--- src/rtl/mips_mem_pkg.sv ---
// Shared types and helpers for the MIPS data-memory access controller.
package mips_mem_pkg;

    typedef enum logic [1:0] {
        SZ_NONE = 2'b00,
        SZ_BYTE = 2'b01,
        SZ_HALF = 2'b10,
        SZ_WORD = 2'b11
    } size_e;

    typedef enum logic [1:0] {
        IDLE,
        ACCESS,
        RESP
    } state_e;

    function automatic logic [3:0] be_of(input size_e size, input logic [1:0] lo);
        logic [3:0] be;
        case (size)
            SZ_BYTE: be = 4'b0001 << lo;
            SZ_HALF: be = lo[1] ? 4'b1100 : 4'b0011;
            default: be = 4'b1111;
        endcase
        return be;
    endfunction

    function automatic logic is_misaligned(input size_e size, input logic [1:0] lo);
        logic mis;
        case (size)
            SZ_HALF: mis = lo[0];
            SZ_BYTE: mis = 1'b0;
            default: mis = (lo != 2'b00);
        endcase
        return mis;
    endfunction

endpackage

--- src/rtl/dmem_lane.sv ---
// Combinational store-data lane replication and load-data lane extraction/extension.
module dmem_lane
    import mips_mem_pkg::*;
(
    input  logic [1:0]  st_size,
    input  logic [31:0] st_wdata,
    output logic [31:0] st_rep,
    input  logic [1:0]  ld_size,
    input  logic [1:0]  ld_lo,
    input  logic        ld_unsigned,
    input  logic [31:0] ld_word,
    output logic [31:0] ld_data
);

    logic [7:0]  ld_byte;
    logic [15:0] ld_half;

    always_comb begin
        case (size_e'(st_size))
            SZ_BYTE: st_rep = {4{st_wdata[7:0]}};
            SZ_HALF: st_rep = {2{st_wdata[15:0]}};
            default: st_rep = st_wdata;
        endcase
    end

    always_comb begin
        ld_byte = ld_word[7:0];
        case (ld_lo)
            2'd0: ld_byte = ld_word[7:0];
            2'd1: ld_byte = ld_word[15:8];
            2'd2: ld_byte = ld_word[23:16];
            2'd3: ld_byte = ld_word[31:24];
            default: ld_byte = ld_word[7:0];
        endcase
        ld_half = ld_lo[1] ? ld_word[31:16] : ld_word[15:0];

        case (size_e'(ld_size))
            SZ_BYTE: ld_data = {{24{~ld_unsigned & ld_byte[7]}}, ld_byte};
            SZ_HALF: ld_data = {{16{~ld_unsigned & ld_half[15]}}, ld_half};
            default: ld_data = ld_word;
        endcase
    end

endmodule

--- src/rtl/dmem_ctrl.sv ---
// MEM-stage data-memory controller: aligns requests, stalls until the memory
// responds or times out, and returns extended load data.
module dmem_ctrl
    import mips_mem_pkg::*;
#(
    parameter int unsigned WAIT_MAX = 16,
    parameter int unsigned ADDR_W   = 32
) (
    input  logic              clk,
    input  logic              reset,
    input  logic              mem_read,
    input  logic [1:0]        memwrite,
    input  logic [1:0]        load_size,
    input  logic              load_unsigned,
    input  logic [ADDR_W-1:0] dataadr,
    input  logic [31:0]       writedata,
    output logic              stall,
    output logic [31:0]       rdata,
    output logic              rvalid,
    output logic              misalign,
    output logic              bus_err,
    output logic              dm_req,
    output logic              dm_we,
    output logic [3:0]        dm_be,
    output logic [ADDR_W-1:0] dm_addr,
    output logic [31:0]       dm_wdata,
    input  logic              dm_ready,
    input  logic [31:0]       dm_rdata
);

    localparam logic [7:0] WAIT_LIM = 8'(WAIT_MAX);

    state_e            state_q, state_d;
    logic [ADDR_W-1:0] addr_q, addr_d;
    logic [1:0]        lo_q, lo_d;
    size_e             size_q, size_d;
    logic              we_q, we_d;
    logic              uns_q, uns_d;
    logic [3:0]        be_q, be_d;
    logic [31:0]       wdata_q, wdata_d;
    logic [7:0]        cnt_q, cnt_d;
    logic              err_q, err_d;
    logic [31:0]       rdata_q, rdata_d;

    logic        req_st;
    logic        act;
    size_e       req_size;
    logic        req_mis;
    logic [31:0] st_rep;
    logic [31:0] ld_data;
    logic [7:0]  cnt_inc;

    assign req_st   = (memwrite != 2'b00);
    assign act      = mem_read | req_st;
    assign req_size = req_st ? size_e'(memwrite)
                    : ((load_size == 2'b00) ? SZ_WORD : size_e'(load_size));
    assign req_mis  = is_misaligned(req_size, dataadr[1:0]);
    assign cnt_inc  = cnt_q + 8'd1;

    dmem_lane u_lane (
        .st_size     (req_size),
        .st_wdata    (writedata),
        .st_rep      (st_rep),
        .ld_size     (size_q),
        .ld_lo       (lo_q),
        .ld_unsigned (uns_q),
        .ld_word     (dm_rdata),
        .ld_data     (ld_data)
    );

    always_comb begin
        state_d  = state_q;
        addr_d   = addr_q;
        lo_d     = lo_q;
        size_d   = size_q;
        we_d     = we_q;
        uns_d    = uns_q;
        be_d     = be_q;
        wdata_d  = wdata_q;
        cnt_d    = cnt_q;
        err_d    = err_q;
        rdata_d  = rdata_q;
        stall    = 1'b0;
        dm_req   = 1'b0;
        misalign = 1'b0;
        rvalid   = 1'b0;
        bus_err  = 1'b0;

        case (state_q)
            IDLE: begin
                if (act) begin
                    if (req_mis) begin
                        misalign = 1'b1;
                    end else begin
                        stall   = 1'b1;
                        addr_d  = {dataadr[ADDR_W-1:2], 2'b00};
                        lo_d    = dataadr[1:0];
                        size_d  = req_size;
                        we_d    = req_st;
                        uns_d   = load_unsigned;
                        be_d    = be_of(req_size, dataadr[1:0]);
                        wdata_d = st_rep;
                        cnt_d   = '0;
                        err_d   = 1'b0;
                        state_d = ACCESS;
                    end
                end
            end
            ACCESS: begin
                dm_req = 1'b1;
                stall  = 1'b1;
                cnt_d  = cnt_inc;
                if (dm_ready) begin
                    err_d   = 1'b0;
                    state_d = RESP;
                    if (!we_q) begin
                        rdata_d = ld_data;
                    end
                end else if (cnt_inc == WAIT_LIM) begin
                    err_d   = 1'b1;
                    state_d = RESP;
                    if (!we_q) begin
                        rdata_d = '0;
                    end
                end
            end
            RESP: begin
                rvalid  = ~we_q;
                bus_err = err_q;
                state_d = IDLE;
            end
            default: begin
                state_d = IDLE;
            end
        endcase

        // IDLE decodes live inputs, so keep the handshake quiet while reset is held
        if (!reset) begin
            stall    = 1'b0;
            misalign = 1'b0;
        end
        dm_we = dm_req & we_q;
    end

    always_ff @(posedge clk or negedge reset) begin
        if (!reset) begin
            state_q <= IDLE;
            addr_q  <= '0;
            lo_q    <= '0;
            size_q  <= SZ_NONE;
            we_q    <= 1'b0;
            uns_q   <= 1'b0;
            be_q    <= '0;
            wdata_q <= '0;
            cnt_q   <= '0;
            err_q   <= 1'b0;
            rdata_q <= '0;
        end else begin
            state_q <= state_d;
            addr_q  <= addr_d;
            lo_q    <= lo_d;
            size_q  <= size_d;
            we_q    <= we_d;
            uns_q   <= uns_d;
            be_q    <= be_d;
            wdata_q <= wdata_d;
            cnt_q   <= cnt_d;
            err_q   <= err_d;
            rdata_q <= rdata_d;
        end
    end

    assign dm_be    = be_q;
    assign dm_addr  = addr_q;
    assign dm_wdata = wdata_q;
    assign rdata    = rdata_q;

endmodule

--- config.mk ---
export PLATFORM = sky130hd
export DESIGN_NAME = dmem_ctrl
export DESIGN_NICKNAME = d
export VERILOG_FILES = /design/src/rtl/mips_mem_pkg.sv /design/src/rtl/dmem_lane.sv /design/src/rtl/dmem_ctrl.sv
export SDC_FILE = /design/constraint.sdc
export NUM_CORES = 1
export LEC_CHECK = 0
export CORE_UTILIZATION = 50
export DETAILED_ROUTE_END_ITERATION = 12
export PLACE_DENSITY_LB_ADDON = 0.2
export SYNTH_ARGS = -nofsm -noshare
export SYNTH_HDL_FRONTEND = slang
export SYNTH_HIERARCHICAL = 1
export SYNTH_SLANG_ARGS = --single-unit
--- constraint.sdc ---
create_clock -name clk -period 5.15 [get_ports clk]
set_clock_uncertainty 0.1 [all_clocks]
set_input_delay 1.03 -clock clk [delete_from_list [all_inputs] [get_ports clk]]
set_output_delay 1.03 -clock clk [all_outputs]
set_load 0.005 [all_outputs]
==> results_dict.tcl, run 1 <==
set metrics [dict create \
    ctsHtreeMaxLevel 4 \
    finalMaxSlewViolations 0 \
    seq_power_share_pct 29.8 \
    ys_warn_count 6 \
    postLayoutCoreUtil_pct 73.6 \
    pre_cts_ws_ps 414 \
    place_area_sq_um 8290 \
    placementRows 40 \
    finalSetupTns_ps 0 \
    peakVddDrop_mv 0.275 \
    async_flop_share_pct 100 \
    r2r_cells 5 \
    grt_overflow 0 \
    synth_top_area_share_pct 45.7 \
    die-area_sq_um 13100 \
    cpPeakStageDelay_ps 540 \
    cap_violations 0 \
    p_sw_mw 1.71 \
    root_buffer "clkbuf_16" \
    start_util_pct 51.8 \
    clkPwrFrac_pct 24.1 \
    vias_per_cell 5.35 \
    layout_setup_ws_ps 356 \
    grt_pass1_wl_mm 26.5 \
    ys.flop_type "dfrtp_1" \
    cts_hold_buf 0 \
    synth.cell_area_sq_um 6300 \
    cp_slowest_cell "clkdlybuf4s50_1" \
    ys_seq_elements 115 \
    gp_congestion 0.877 \
    status "completed" \
    finalPower_mw 5.44 \
    reg2reg_to "cnt_q[3]" \
    clk_path_buf_depth 2 \
    track_usage_pct 26.5 \
    fmax_mhz 209 \
    tightest_slew_ps 1100 \
    die_w_um 114 \
    avgSynthCellArea_sq_um 10.7 \
    ys_seq_area_share_pct 45.7 \
    die_h_um 114 \
    finalSetupViolations 0 \
    drt-pass1-iter-count 5 \
    post_drt_wl_per_cell_um 17.4 \
    reg2reg_setup_slack_ps 2820 \
    critPathMaxFanout 10 \
    hold_path.class "primary input to async pin" \
    final_nets 889 \
    grt_max_degree 64 \
    cts_inserted_buffers 17 \
    cp_top_family "buffers and inverters" \
    synth.largest_area_cell "dfrtp_1" \
    diodes 0 \
    ys_top_cells_by_count "115 x dfrtp_1, 97 x nand2_1, 69 x mux2_4" \
    required_ps 4020 \
    path_clk_slew_ps 50 \
    clk-insertion-delay-late_ps 410 \
    p_leak_nw 3.92 \
    swShare_pct 31.4 \
    grt_pass1_vias 5252 \
    relSlewSlack_pct 26.9 \
    yosysMostFrequentCell "dfrtp_1" \
    final-hold-violation-count 0 \
    critPathArrivalTime_ps 3660 \
    clock-sinks 115 \
    synthTopCellsByArea "dfrtp_1 46%, mux2_4 16%, nand2_1 5.8%" \
    period_needed_ps 4790 \
    portBuffers 208 \
    combPwrFrac_pct 46.1 \
    antenna_found_initial 0 \
    path_cells "clkdlybuf4s50_1 > nor2b_1 > o21bai_1 > inv_1 > ha_1 > o21ai_0 > a41oi_2 > nor2b_1 > clkdlybuf4s50_1" \
    syn_inst 590 \
    io_pins 211 \
    rsz0062_at_grt "false" \
    synth_cell_types 54 \
    synth_edf_count 0 \
    cts_tree "built" \
    core-area_sq_um 12200 \
    crit_path_end_kind "output port" \
    critical_path_buf_inv_count 3 \
    drt_iter0_drc 320 \
    start_kind "primary input" \
    period_share_pct 93.1 \
    powerDensity_nw_per_um2 608 \
    p_int_mw 3.74 \
    drive_gt1_share_pct 16.1 \
    syn_to_final_growth_pct 42.0 \
    cts_resized 0 \
    wl_mm 16.6 \
    dpl.hpwl_mm 11.7 \
    crit_type "primary input to output port" \
    vias 5118 \
    cts_setup_buffers 0 \
    final_cell_area_sq_um 8950 \
    antenna_left 0 \
    r2r_start "state_q[1]" \
    drc_errors 0 \
]
==> placed cells by master, fill, tap and decap left out, types with 6 or more instances in the layout <==
master	instances
clkdlybuf4s50_1	207
dfrtp_1	115
nand2_1	97
mux2_4	69
o21ai_0	60
a21oi_1	36
inv_1	27
clkbuf_16	17
nor2b_1	16
nor2_1	14
a22oi_1	14
mux2_2	10
a22o_1	9
buf_4	8
ha_1	7
o2bb2ai_1	7
bufinv_16	6
==> per-stage QoR <==
stage	hold WS, ps	std cells
after floorplan	360	591
after global placement	392	926
after detailed placement	393	926
after CTS	338	957
after global routing	333	957
final	354	957
==> how the worst max path moves through the flow <==
| stage | start | to | slack, ps | cells after the start |
|---|---|---|---|---|
| finish | load_size[1] | stall | 360 | 9 |
| global route | load_size[1] | stall | 200 | 9 |
| CTS | load_size[1] | stall | 370 | 9 |
| detailed placement | load_size[1] | stall | 410 | 9 |
| global placement | load_size[1] | stall | 530 | 9 |
| floorplan | load_size[1] | stall | 1480 | 7 |
==> logic make-up (layout without fill, tap and decap cells) <==
family / after synthesis / after routing / share of synthesized area (%)
compound gates: 150 / 150 / 14.9
flops: 115 / 115 / 45.7
fa+ha+maj: 7 / 7 / 1.39
other cells: 1 / 2 / 0.0595
buf+inv: 77 / 275 / 7.61
simple gates: 157 / 157 / 11.5
mux: 83 / 83 / 18.9
==> final cells by class <==
class                      instances  area, sq um
fill                             897         3210
multi-input combinational        399         2950
sequential                       115         2880
timing repair buffer             216         2150
clock buffer                      21          450
tap                              168          210
clock inverter                    10          205
inverter                          28          105
==> power groups by stage <==
stage	clock network, mW	registers, mW	logic, mW
2_1_floorplan	0	1.58	1.46
3_3_place_gp	0	1.60	2.43
3_5_place_dp	0	1.62	2.48
4_1_cts	1.33	1.62	2.52
5_1_grt	1.38	1.67	2.70
6_report	1.31	1.62	2.51
==> layer usage <==
layer / vias to the layer above / share of wire (%) / track usage [%]
li1: 2403 / - / -
met1: 2456 / 43 / 33.4
met2: 237 / 49 / 43.2
met3: 22 / 7.0 / 7.68
met4: 0 / 1.8 / 10.0
met5: - / 0 / 0
==> registers in the layout (all words and copies together), names as in the netlist <==
register	cells
cnt_q	8
dm_addr	30
dm_be	4
dm_wdata	32
err_q	1
lo_q	2
rdata	32
size_q	2
state_q	2
uns_q	1
we_q	1
Note: power is estimated with default switching activity, not from simulation.
==> run 2, diff against run 1 <==
--- a/config.mk
+++ b/config.mk
@@ -7,7 +7,7 @@
 export LEC_CHECK = 0
 export CORE_UTILIZATION = 50
 export DETAILED_ROUTE_END_ITERATION = 12
-export PLACE_DENSITY_LB_ADDON = 0.2
+export PLACE_DENSITY = 0.83
 export SYNTH_ARGS = -nofsm -noshare
 export SYNTH_HDL_FRONTEND = slang
 export SYNTH_HIERARCHICAL = 1
==> results_dict.tcl, run 2 (synthesized netlist as in run 1, its figures left out) <==
set metrics [dict create \
    start_kind "primary input" \
    root_buffer "clkbuf_16" \
    postLayoutCoreUtil_pct 72.9 \
    start_util_pct 51.8 \
    portBuffers 208 \
    finalSetupTns_ps 0 \
    drive_gt1_share_pct 15.6 \
    crit_path_end_kind "output port" \
    crit_type "primary input to output port" \
    critPathArrivalTime_ps 3610 \
    tightest_slew_ps 1300 \
    cap_violations 0 \
    dpl.hpwl_mm 12.2 \
    p_sw_mw 1.68 \
    drt-pass1-iter-count 6 \
    cp_slowest_cell "clkdlybuf4s50_1" \
    die-area_sq_um 13100 \
    antenna_found_initial 0 \
    cts_tree "built" \
    vias 5157 \
    clkPwrFrac_pct 21.8 \
    relSlewSlack_pct 13.5 \
    final_nets 888 \
    track_usage_pct 27.1 \
    antenna_left 0 \
    reg2reg_setup_slack_ps 2510 \
    final-hold-violation-count 0 \
    peakVddDrop_mv 0.436 \
    cts_hold_buf 0 \
    layout_common_cells "207 x clkdlybuf4s50_1, 115 x dfrtp_1, 97 x nand2_1" \
    drc_errors 0 \
    grt_pass1_vias 5198 \
    clk_path_buf_depth 2 \
    combPwrFrac_pct 47.4 \
    status "completed" \
    cpPeakStageDelay_ps 520 \
    hold_path.class "primary input to async pin" \
    ctsHtreeMaxLevel 4 \
    grt_max_degree 64 \
    vias_per_cell 5.39 \
    diodes 0 \
    grt_overflow 0 \
    critPathMaxFanout 10 \
    fmax_mhz 211 \
    clk-insertion-delay-late_ps 420 \
    gp_congestion 0.906 \
    r2r_start "size_q[0]" \
    p_leak_nw 3.88 \
    final_common_cell "clkdlybuf4s50_1" \
    drt_iter0_drc 438 \
    period_share_pct 92.1 \
    p_int_mw 3.58 \
    post_drt_wl_per_cell_um 17.6 \
    io_pins 211 \
    syn_to_final_growth_pct 40.7 \
    period_needed_ps 4740 \
    cts_setup_buffers 0 \
    r2r_cells 7 \
    grt_pass1_wl_mm 26.9 \
    core-area_sq_um 12200 \
    die_h_um 114 \
    clock-sinks 115 \
    powerDensity_nw_per_um2 594 \
    path_clk_slew_ps 50 \
    cts_inserted_buffers 17 \
    wl_mm 16.8 \
    finalMaxSlewViolations 0 \
    cts_resized 0 \
    swShare_pct 32.0 \
    placementRows 40 \
    die_w_um 114 \
    finalSetupViolations 0 \
    path_cells "clkdlybuf4s50_1 > nor2b_1 > o21bai_1 > inv_1 > ha_1 > o21ai_0 > a41oi_2 > nor2b_1 > clkdlybuf4s50_1" \
    reg2reg_to "rdata[7]" \
    rsz0062_at_grt "false" \
    seq_power_share_pct 30.8 \
    required_ps 4020 \
]
-- run 2: changes by cell type in the layout (fill, tap and decap cells not counted), sizes merged --
cell      previous run  this run
clkbuf              21        28
clkinvlp             2         0
bufinv               6         2
buf                  9         8
-- run 2: worst max path at each step --
stage,from,cells after the start,end
final,load_size[1],9,stall
after global routing,load_size[1],9,stall
after CTS,load_size[1],9,stall
after detailed placement,load_size[1],9,stall
after global placement,load_size[1],9,stall
after floorplan,load_size[1],7,stall
-- run 2: power by group through the flow --
stage                     sequential (mW)  combinational, mW  clock [mW]
after CTS                            1.62               2.50        1.16
after detailed placement             1.62               2.48           0
final                                1.62               2.50        1.15
after global placement               1.60               2.42           0
after floorplan                      1.58               1.46           0
after global routing                 1.67               2.70        1.22
-- run 2: area by class of cell --
class | instances | area [sq um]
clock buffer | 28 | 507
clock inverter | 4 | 70.1
multi-input combinational | 399 | 2950
timing repair buffer | 215 | 2140
sequential | 115 | 2880
inverter | 28 | 105
fill | 850 | 3300
tap | 168 | 210
-- run 2: worst max-delay path, delay by kind of cell --
family / cells / cell delay [ps]
buffers and inverters: 3 / 1030
AOI/OAI and AO/OA: 3 / 860
and+or+nand+nor: 2 / 340
adders and majority gates: 1 / 350
-- run 2: metal layers --
metal  up-vias  routed length (um)  GRT usage (%)
met4         0                 612           13.9
met3        43                 901           7.31
met2       204                8150           43.4
met1      2509                7170           33.7
li1       2401                   -              -
met5         -                   0              0
-- run 2: through the flow --
step	power (mW)	area, sq um	setup slack [ps]	instances	hold WS (ps)
2_1_floorplan	3.05	6300	1480	591	360
3_3_place_gp	4.03	8280	535	925	395
3_5_place_dp	4.11	8280	456	925	393
4_1_cts	5.29	8860	447	957	306
5_1_grt	5.59	8860	214	957	295
6_report	5.27	8860	409	957	313
==> run 3, diff against run 2 <==
--- a/config.mk
+++ b/config.mk
@@ -8,6 +8,7 @@
 export CORE_UTILIZATION = 50
 export DETAILED_ROUTE_END_ITERATION = 12
 export PLACE_DENSITY = 0.83
+export RECOVER_POWER = 25
 export SYNTH_ARGS = -nofsm -noshare
 export SYNTH_HDL_FRONTEND = slang
 export SYNTH_HIERARCHICAL = 1
==> results_dict.tcl, run 3 (synthesized netlist as in run 1, its figures left out) <==
set metrics [dict create \
    grt_overflow 0 \
    grt_max_degree 64 \
    p_leak_nw 3.88 \
    tightest_slew_ps 2640 \
    drt-pass1-iter-count 8 \
    clk-insertion-delay-late_ps 420 \
    powerDensity_nw_per_um2 595 \
    drive_gt1_share_pct 15.3 \
    core-area_sq_um 12200 \
    hold_path.class "primary input to async pin" \
    vias 5155 \
    drt_iter0_drc 408 \
    finalPower_mw 5.27 \
    final_common_cell "clkdlybuf4s50_1" \
    gp_congestion 0.906 \
    crit_type "primary input to output port" \
    cp_slowest_cell "clkdlybuf4s50_1" \
    portBuffers 208 \
    die_w_um 114 \
    period_needed_ps 4740 \
    clk_path_buf_depth 2 \
    ctsHtreeMaxLevel 4 \
    layout_common_cells "206 x clkdlybuf4s50_1, 115 x dfrtp_1, 97 x nand2_1" \
    relSlewSlack_pct -76.1 \
    start_kind "primary input" \
    whs_ps 382 \
    io_pins 211 \
    violations "max-capacitance violations, max-slew violations" \
    critPathMaxFanout 10 \
    fmax_mhz 211 \
    start_util_pct 51.8 \
    rsz0062_at_grt "false" \
    critical_path_buf_inv_count 3 \
    grt_pass1_wl_mm 26.9 \
    syn_to_final_growth_pct 40.5 \
    path_cells "clkdlybuf4s50_1 > nor2b_1 > o21bai_1 > inv_1 > ha_1 > o21ai_0 > a41oi_2 > nor2b_1 > clkdlybuf4s50_1" \
    antenna_left 0 \
    period_share_pct 92.1 \
    place_area_sq_um 8280 \
    final-hold-violation-count 0 \
    crit_path_end_kind "output port" \
    cts_tree "built" \
    cap_violations 1 \
    antenna_found_initial 0 \
    drc_errors 0 \
    dpl.hpwl_mm 12.2 \
    cts_setup_buffers 0 \
    required_ps 4020 \
    diodes 0 \
    cp_top_family "buffers and inverters" \
    path_clk_slew_ps 50 \
    final_cell_area_sq_um 8850 \
    cts_hold_buf 0 \
    grt_pass1_vias 5198 \
    final_nets 888 \
    peakVddDrop_mv 0.437 \
    finalSetupViolations 0 \
    root_buffer "clkbuf_16" \
    post_drt_wl_per_cell_um 17.6 \
    cts_inserted_buffers 17 \
    cpPeakStageDelay_ps 520 \
    cts_resized 0 \
    finalSetupTns_ps 0 \
    clock-sinks 115 \
    critPathArrivalTime_ps 3610 \
    track_usage_pct 27.1 \
    placementRows 40 \
    die_h_um 114 \
    wl_mm 16.8 \
    vias_per_cell 5.39 \
    status "complete, but fails checks" \
    die-area_sq_um 13100 \
    finalMaxSlewViolations 52 \
]
-- run 3: final timing paths --
| check | slack (ps) | end | cells past startpoint | startpoint |
|---|---|---|---|---|
| setup / recovery | 410 | stall | 9 | load_size[1] |
| hold / removal | 380 | dm_addr[25] | 1 | reset |
| setup reg to reg | 2520 | rdata[7] | 7 | size_q[0] |
| hold reg to reg | 410 | dm_addr[17] | 1 | dm_addr[17] |
| max in group asynchronous | 1120 | rdata[12] | 3 | reset |
| min in group clk | 410 | dm_addr[17] | 1 | dm_addr[17] |
-- run 3: through the flow --
step	instances	utilization, %	worst slack [ps]
5_1_grt	957	72.8	214
2_1_floorplan	591	-	1480
3_5_place_dp	925	68.1	456
4_1_cts	957	72.9	447
6_report	957	72.8	407
3_3_place_gp	925	68.1	535
-- run 3: report_power, final --
group	internal, mW	switching [mW]	total (mW)
combinational	1.50	0.997	2.50
clock	0.761	0.388	1.15
sequential	1.32	0.299	1.62
-- run 3: cell type report --
type | instances | area, sq um
well taps | 168 | 210
fillers | 853 | 3310
flip-flops and latches | 115 | 2880
repair buffers | 215 | 2140
multi-input cells | 399 | 2950
inverters | 28 | 105
clock buffers | 28 | 507
clock inverters | 4 | 70.1
-- run 3: per-layer routing --
metal	global-route usage (%)	routed length, um
met5	0	0
met4	13.9	659
met3	7.31	933
met2	43.4	8080
met1	33.7	7170
